--- src/rtl/ob_pkg.sv ---
// Shared types for the order-book front end: command format, CN response codes, scheduler FSM states.
// Latency: n/a (types and pure functions only).
// Backpressure: n/a.
package ob_pkg;

  typedef logic [7:0] uid_t;

  typedef enum logic [1:0] {
    OP_NEW    = 2'd0,
    OP_CANCEL = 2'd1,
    OP_MODIFY = 2'd2,
    OP_COND   = 2'd3
  } cmd_op_t;

  typedef struct packed {
    cmd_op_t     op;
    uid_t        uid;
    logic [15:0] price;
    logic [15:0] qty;
  } cmd_t;

  typedef enum logic [1:0] {
    CN_RSP_ACCEPT      = 2'd0,
    CN_RSP_REJECT_FULL = 2'd1,
    CN_RSP_CANCEL_HIT  = 2'd2
  } cn_rsp_t;

  typedef enum logic {
    ST_DISPATCH = 1'b0,
    ST_RESOLVE  = 1'b1
  } cn_sched_state_t;

  // Conditional commands are parked in the CN table until they mature.
  function automatic logic is_cn_cmd(input cmd_t c);
    return c.op == OP_COND;
  endfunction

  // Cancels probe the CN table before they are allowed to reach the engine.
  function automatic logic is_cancel_cmd(input cmd_t c);
    return c.op == OP_CANCEL;
  endfunction

endpackage

--- src/rtl/ob_cn_sched_arb.sv ---
// Two-source engine arbiter: matured CN commands win, but at most MAX_MTR_BURST in a row while ingress waits.
// Latency: grant is combinational from load_en/requests; burst counter updates on the next clk.
// Backpressure: grants only when load_en (engine slot free) is high; no grant otherwise.
// Ports: load_en (slot loadable), mtr_vld (matured request), ing_pend (engine-bound ingress request),
//        mtr_grant / ing_grant (one-hot or both low).
module ob_cn_sched_arb
  import ob_pkg::*;
#(
  parameter int unsigned MAX_MTR_BURST = 4
) (
  input  logic clk,
  input  logic rst,
  input  logic load_en,
  input  logic mtr_vld,
  input  logic ing_pend,
  output logic mtr_grant,
  output logic ing_grant
);

  localparam int unsigned BURST_W = $clog2(MAX_MTR_BURST + 1);
  localparam logic [BURST_W-1:0] MAX_B = BURST_W'(MAX_MTR_BURST);

  logic [BURST_W-1:0] burst_cnt_q;
  logic [BURST_W-1:0] burst_cnt_d;
  logic               at_limit;

  assign at_limit = (burst_cnt_q == MAX_B);

  always_comb begin
    mtr_grant   = load_en & mtr_vld & ~(ing_pend & at_limit);
    ing_grant   = load_en & ing_pend & ~mtr_grant;
    burst_cnt_d = burst_cnt_q;
    // The count only measures how long the current ingress command has been
    // passed over; it is meaningless once nothing engine-bound is waiting.
    if (ing_grant || !ing_pend) begin
      burst_cnt_d = '0;
    end else if (mtr_grant && !at_limit) begin
      burst_cnt_d = burst_cnt_q + 1'b1;
    end
  end

  always_ff @(posedge clk) begin
    if (rst) begin
      burst_cnt_q <= '0;
    end else begin
      burst_cnt_q <= burst_cnt_d;
    end
  end

endmodule

--- src/rtl/ob_cn_sched.sv ---
// Front-end scheduler: routes ingress commands to the CN table or the engine and merges matured CN traffic.
// Latency: ENG cmd T->T+2 on eng_vld_r; CN rsp T+2; cancel probe T+1, rsp (hit) or engine (miss) at T+3.
// Backpressure: one-entry ingress slot; in_accept drops while in_r waits on rsp slot or engine grant.
// Ports: in_* ingress; cn_cmd_* CN allocate; cn_mtr_* matured source; cn_cancel_* CN probe;
//        eng_* registered engine issue (held while eng_accept low); rsp_* registered CN-path response.
module ob_cn_sched
  import ob_pkg::*;
#(
  parameter int unsigned MAX_MTR_BURST = 4
) (
  input  logic    clk,
  input  logic    rst,
  input  logic    in_vld,
  input  cmd_t    in_cmd,
  output logic    in_accept,
  output logic    cn_cmd_vld,
  output cmd_t    cn_cmd,
  input  logic    cn_full_r,
  input  logic    cn_mtr_vld_r,
  input  cmd_t    cn_mtr_r,
  output logic    cn_mtr_accept,
  output logic    cn_cancel,
  output uid_t    cn_cancel_uid,
  input  logic    cn_cancel_hit_w,
  output logic    eng_vld_r,
  output cmd_t    eng_cmd_r,
  input  logic    eng_accept,
  output logic    rsp_vld_r,
  output uid_t    rsp_uid_r,
  output cn_rsp_t rsp_status_r,
  input  logic    rsp_accept
);

  cn_sched_state_t state_q, state_d;
  logic            in_vld_q, in_vld_d;
  cmd_t            in_q, in_d;
  logic            hit_q, hit_d;
  logic            rsp_vld_q, rsp_vld_d;
  uid_t            rsp_uid_q, rsp_uid_d;
  cn_rsp_t         rsp_status_q, rsp_status_d;
  logic            eng_vld_q, eng_vld_d;
  cmd_t            eng_cmd_q, eng_cmd_d;

  logic in_is_cn;
  logic in_is_cancel;
  logic rsp_free;
  logic eng_ld;
  logic ing_pend;
  logic mtr_grant;
  logic ing_grant;
  logic consume;
  logic rsp_load;
  cn_rsp_t rsp_code;

  assign in_is_cn     = is_cn_cmd(in_q);
  assign in_is_cancel = is_cancel_cmd(in_q);
  assign rsp_free     = ~rsp_vld_q | rsp_accept;
  // Gated by rst so no grant or pulse escapes while state is being cleared.
  assign eng_ld       = (~eng_vld_q | eng_accept) & ~rst;
  // A missed cancel waiting in RESOLVE competes for the engine like any ENG command.
  assign ing_pend     = in_vld_q &
                        (((state_q == ST_DISPATCH) & ~in_is_cn & ~in_is_cancel) |
                         ((state_q == ST_RESOLVE) & ~hit_q));

  ob_cn_sched_arb #(
    .MAX_MTR_BURST(MAX_MTR_BURST)
  ) u_arb (
    .clk      (clk),
    .rst      (rst),
    .load_en  (eng_ld),
    .mtr_vld  (cn_mtr_vld_r),
    .ing_pend (ing_pend),
    .mtr_grant(mtr_grant),
    .ing_grant(ing_grant)
  );

  always_comb begin
    state_d    = state_q;
    hit_d      = hit_q;
    consume    = 1'b0;
    rsp_load   = 1'b0;
    rsp_code   = CN_RSP_ACCEPT;
    cn_cmd_vld = 1'b0;
    cn_cancel  = 1'b0;

    if (!rst && in_vld_q) begin
      case (state_q)
        ST_DISPATCH: begin
          if (in_is_cn) begin
            if (rsp_free) begin
              rsp_load   = 1'b1;
              consume    = 1'b1;
              cn_cmd_vld = ~cn_full_r;
              rsp_code   = cn_full_r ? CN_RSP_REJECT_FULL : CN_RSP_ACCEPT;
            end
          end else if (in_is_cancel) begin
            // Probe only once the response slot is free so a hit never has to
            // be remembered across an arbitrary stall before it can report.
            if (rsp_free) begin
              cn_cancel = 1'b1;
              hit_d     = cn_cancel_hit_w;
              state_d   = ST_RESOLVE;
            end
          end else if (ing_grant) begin
            consume = 1'b1;
          end
        end
        ST_RESOLVE: begin
          if (hit_q) begin
            if (rsp_free) begin
              rsp_load = 1'b1;
              rsp_code = CN_RSP_CANCEL_HIT;
              consume  = 1'b1;
              state_d  = ST_DISPATCH;
            end
          end else if (ing_grant) begin
            consume = 1'b1;
            state_d = ST_DISPATCH;
          end
        end
        default: state_d = ST_DISPATCH;
      endcase
    end

    in_accept = in_vld & (~in_vld_q | consume) & ~rst;

    in_vld_d = in_vld_q;
    in_d     = in_q;
    if (in_accept) begin
      in_vld_d = 1'b1;
      in_d     = in_cmd;
    end else if (consume) begin
      in_vld_d = 1'b0;
    end

    rsp_vld_d    = rsp_vld_q;
    rsp_uid_d    = rsp_uid_q;
    rsp_status_d = rsp_status_q;
    if (rsp_load) begin
      rsp_vld_d    = 1'b1;
      rsp_uid_d    = in_q.uid;
      rsp_status_d = rsp_code;
    end else if (rsp_accept) begin
      rsp_vld_d = 1'b0;
    end

    eng_vld_d = eng_vld_q;
    eng_cmd_d = eng_cmd_q;
    if (eng_ld) begin
      eng_vld_d = mtr_grant | ing_grant;
      if (mtr_grant) begin
        eng_cmd_d = cn_mtr_r;
      end else if (ing_grant) begin
        eng_cmd_d = in_q;
      end
    end
  end

  always_ff @(posedge clk) begin
    if (rst) begin
      state_q      <= ST_DISPATCH;
      in_vld_q     <= 1'b0;
      in_q         <= '0;
      hit_q        <= 1'b0;
      rsp_vld_q    <= 1'b0;
      rsp_uid_q    <= '0;
      rsp_status_q <= CN_RSP_ACCEPT;
      eng_vld_q    <= 1'b0;
      eng_cmd_q    <= '0;
    end else begin
      state_q      <= state_d;
      in_vld_q     <= in_vld_d;
      in_q         <= in_d;
      hit_q        <= hit_d;
      rsp_vld_q    <= rsp_vld_d;
      rsp_uid_q    <= rsp_uid_d;
      rsp_status_q <= rsp_status_d;
      eng_vld_q    <= eng_vld_d;
      eng_cmd_q    <= eng_cmd_d;
    end
  end

  assign cn_cmd        = in_q;
  assign cn_cancel_uid = in_q.uid;
  assign cn_mtr_accept = mtr_grant;
  assign eng_vld_r     = eng_vld_q;
  assign eng_cmd_r     = eng_cmd_q;
  assign rsp_vld_r     = rsp_vld_q;
  assign rsp_uid_r     = rsp_uid_q;
  assign rsp_status_r  = rsp_status_q;

endmodule

--- config.mk ---
export PLATFORM = sky130hd
export DESIGN_NAME = ob_cn_sched
export DESIGN_NICKNAME = d
export VERILOG_FILES = /design/src/rtl/ob_pkg.sv /design/src/rtl/ob_cn_sched_arb.sv /design/src/rtl/ob_cn_sched.sv
export SDC_FILE = /design/constraint.sdc
export NUM_CORES = 1
export LEC_CHECK = 0
export CAP_MARGIN = 20
export CELL_PAD_IN_SITES_DETAIL_PLACEMENT = 1
export CELL_PAD_IN_SITES_GLOBAL_PLACEMENT = 1
export CORE_MARGIN = 1
export CORE_UTILIZATION = 30
export DETAILED_ROUTE_END_ITERATION = 10
export PLACE_DENSITY_LB_ADDON = 0.1
export SYNTH_ARGS = -nofsm -noshare
export SYNTH_HDL_FRONTEND = slang
export SYNTH_SLANG_ARGS = --single-unit
--- constraint.sdc ---
create_clock -name clk -period 4.8 [get_ports clk]
set_clock_uncertainty 0.15 [all_clocks]
set_input_delay 0.48 -clock clk [delete_from_list [all_inputs] [get_ports clk]]
set_output_delay 0.48 -clock clk [all_outputs]
set_load 0.02 [all_outputs]
==> results.json <==
{
  "outcome": "completed",
  "crit_chain": "clkdlybuf4s50_1 -> a21bo_2 -> nand3_4 -> nor3_1 -> o311a_2 -> and2_1 -> clkdlybuf4s50_1",
  "coreArea_um2": 13900,
  "grt_max_degree": 86,
  "rsz0062_at_grt": "false",
  "fin_crit_sh_pct": 69.1,
  "leakagePower_nw": 2.46,
  "area_growth_pct": 54.8,
  "critical_path_class": "primary input to output port",
  "synthesis.area_um2": 4310,
  "vias": 4265,
  "cp_common_cell": "clkdlybuf4s50_1",
  "wl_per_cell_um": 17.1,
  "placed_cells": 861,
  "synth_mux_area_share_pct": 11.9,
  "dieArea_um2": 14800,
  "crit_slowest_cell": "clkdlybuf4s50_1",
  "maxCapViolCount": 0,
  "antenna_found_initial": 0,
  "crit_fanout": 14,
  "hp-start": "rsp_status_r[0]$_SDFFE_PP0P_",
  "reg2reg_from": "u_arb.burst_cnt_q[0]$_SDFFE_PP0P_",
  "grt.total_usage_pct": 20.8,
  "start_util_pct": 30.9,
  "die_w_um": 122,
  "final_nets": 786,
  "path_buf_inv": 2,
  "min_period_ns": 3.31,
  "fillers": 1641,
  "synth_compound_area_share_pct": 3.25,
  "syn_inst": 521,
  "grt_pass1_wl_um": 23600,
  "gr-total-overflow": 0,
  "worst_ep_required_time_ns": 4.17,
  "yosysWarningCount": 0,
  "ys_ff_latch": 102,
  "cpPeakStageDelay_ns": 0.58,
  "io_buffers": 199,
  "powerDensity_nw_per_um2": 327,
  "dp_hpwl_um": 10400,
  "rows": 43,
  "diodes": 0,
  "clock.fmax_ghz": 0.302,
  "clkTransAtPathRegs_ns": 0.07,
  "ios": 200,
  "first_iter_violations": 159,
  "place.gp.congestion": 0.745,
  "ys_seq_area_share_pct": 47.4,
  "crit_path_start_kind": "primary input",
  "numCtsBuffers": 9,
  "drtAntennaViolNets": 0,
  "first_global_vias": 4462,
  "htree_num_levels": 3,
  "die_h_um": 122,
  "tns_ns": 0,
  "cts_resized": 0,
  "reg2reg_slack_ns": 2.25,
  "critical_path_depth": 7,
  "route.detailed.drc": 0,
  "rr_worst_depth": 8,
  "synth.distinct_cells": 33,
  "yosys.area_share.simple_pct": 30.5,
  "synth_top_family_by_area": "simple AND/OR/NAND/NOR gates",
  "clock_path_buffers": 2,
  "cts_post_setup_buffers_inserted": 0,
  "synthXorXnorAreaFrac_pct": 0,
  "slew_headroom_pct": 45.6,
  "slew_viol_final": 0,
  "hold_violations": 0,
  "reg2reg_to": "cn_cmd[18]$_SDFFE_PP0P_",
  "wirelength_um": 15000,
  "vias_per_cell": 4.86,
  "dr.pass1.iters": 4,
  "whs_ns": 0.326,
  "synth_area_per_cell_um2": 8.26,
  "ir_drop_v": 0.000141,
  "hp-class": "flip-flop to flip-flop",
  "cts-root-buf": "clkbuf_16",
  "min_delay_path_depth": 2,
  "endpoint_kind": "output port",
  "stdcell_count": 877,
  "critPathTopFamily": "buffers and inverters",
  "clk_latency_ns": 0.35,
  "arrival_ns": 2.68,
  "postCtsHoldBufs": 0,
  "cts_num_sinks": 102,
  "synth_fp_nets": 615,
  "cts_tree": "done",
  "synth-adder-area-share_pct": 0.581,
  "tightest_slew_ns": 0.816,
  "layout-drive-gt1-share_pct": 4.73,
  "setup_viol": 0,
  "hold_end": "rsp_status_r[0]$_SDFFE_PP0P_"
}
[placed cells by master, fill, tap and decap left out, types with 3 or more instances in the layout]
cell	n
a21oi_1	8
buf_4	7
clkbuf_16	9
clkdlybuf4s50_1	198
clkinvlp_4	3
dfxtp_1	102
inv_1	4
mux2i_1	51
nand2_1	91
nand2b_1	4
nor2_1	97
nor3_1	48
nor4_1	42
o21ai_0	3
[power breakdown]
group          total [W]  internal [W]  leakage, nW  switching, W
Sequential      0.000949      0.000904        0.837     0.0000449
Clock           0.000759      0.000432        0.144      0.000327
Combinational   0.000470      0.000232         1.48      0.000238
[sequential cells by signal, indices dropped and copies added (netlist names)]
name / flops
eng_cmd_r: 42
cn_cmd: 34
cn_cancel_uid: 8
rsp_uid_r: 8
u_arb.burst_cnt_q: 3
rsp_status_r: 2
eng_vld_r: 1
hit_q: 1
in_vld_q: 1
rsp_vld_r: 1
state_q: 1
[cells by family after synthesis]
| kind of cell | count (synthesis) |
|---|---|
| DFF | 102 |
| AOI/OAI and AO/OA | 21 |
| muxes | 51 |
| buffers and inverters | 52 |
| adders and majority gates | 2 |
| and+or+nand+nor | 293 |
[layer usage]
metal | global-route usage (%) | routed length, µm
met4 | 7.02 | 252
met2 | 36.5 | 7440
met3 | 6.60 | 1100
met5 | 0 | 0
met1 | 23.5 | 6180
[cell usage after synthesis]
library cell | instances | area, µm²
buf_6 | 5 | 56.3
buf_4 | 8 | 60.1
nand4_1 | 1 | 6.26
nor4_1 | 42 | 263
a21o_1 | 1 | 7.51
nand2b_1 | 4 | 25.0
nand3_4 | 1 | 17.5
mux2i_1 | 51 | 510
nor3_1 | 48 | 240
a21bo_2 | 1 | 10.0
nand4b_1 | 1 | 8.76
or2_2 | 1 | 6.26
o211ai_2 | 1 | 12.5
buf_2 | 11 | 55.1
inv_1 | 4 | 15.0
dfxtp_1 | 102 | 2040
nand2_1 | 91 | 342
o311a_1 | 1 | 10.0
ha_1 | 2 | 25.0
clkbuf_1 | 22 | 82.6
a211oi_1 | 1 | 7.51
nor2_1 | 98 | 368
a21oi_1 | 8 | 40.0
a31oi_1 | 1 | 6.26
a22oi_1 | 2 | 15.0
a311oi_1 | 1 | 8.76
and2_1 | 2 | 12.5
inv_2 | 1 | 3.75
o21ai_0 | 3 | 15.0
nand3_1 | 2 | 10.0
o21a_1 | 1 | 7.51
nor2b_1 | 2 | 12.5
buf_1 | 1 | 3.75
[area by class of cell]
class	count	area [µm²]	share of cell area [%]
Inverter	5	18.8	0.282
Timing Repair Buffer	207	2060	30.9
Multi-Input combinational cell	367	2010	30.1
Sequential cell	102	2040	30.6
Clock inverter	5	57.6	0.864
Tap cell	180	225	3.38
Clock buffer	11	253	3.79
[worst reg2reg max path: stages, from the launching register on]
cell and delay [ns]:
dfxtp_1 0.32, inv_1 0.09, ha_1 0.18, a21bo_2 0.19
nand3_4 0.20, o21ai_0 0.22, o311a_2 0.21, buf_4 0.57
mux2i_1 0.34
[metrics by stage]
| step | util (%) | area, µm² | worst slack (ns) | total power [W] |
|---|---|---|---|---|
| global route | 47.8 | 6670 | 1.35 | 0.00229 |
| floorplan | - | 4310 | 2.40 | 0.00120 |
| finish | 47.8 | 6670 | 1.49 | 0.00218 |
| global placement | 45.5 | 6330 | 1.49 | 0.00143 |
| CTS | 47.8 | 6670 | 1.46 | 0.00221 |
| detailed placement | 45.6 | 6350 | 1.47 | 0.00144 |
[worst max path at each step]
| stage | start | to | slack [ns] |
|---|---|---|---|
| final | cn_mtr_vld_r | in_accept | 1.49 |
| after global routing | cn_mtr_vld_r | in_accept | 1.35 |
| after CTS | cn_mtr_vld_r | in_accept | 1.46 |
| after detailed placement | cn_mtr_vld_r | in_accept | 1.47 |
| after global placement | cn_mtr_vld_r | in_accept | 1.49 |
| after floorplan | u_arb.burst_cnt_q[0]$_SDFFE_PP0P_ | in_accept | 2.40 |
No activity file was read; power rests on OpenSTA's default activity.
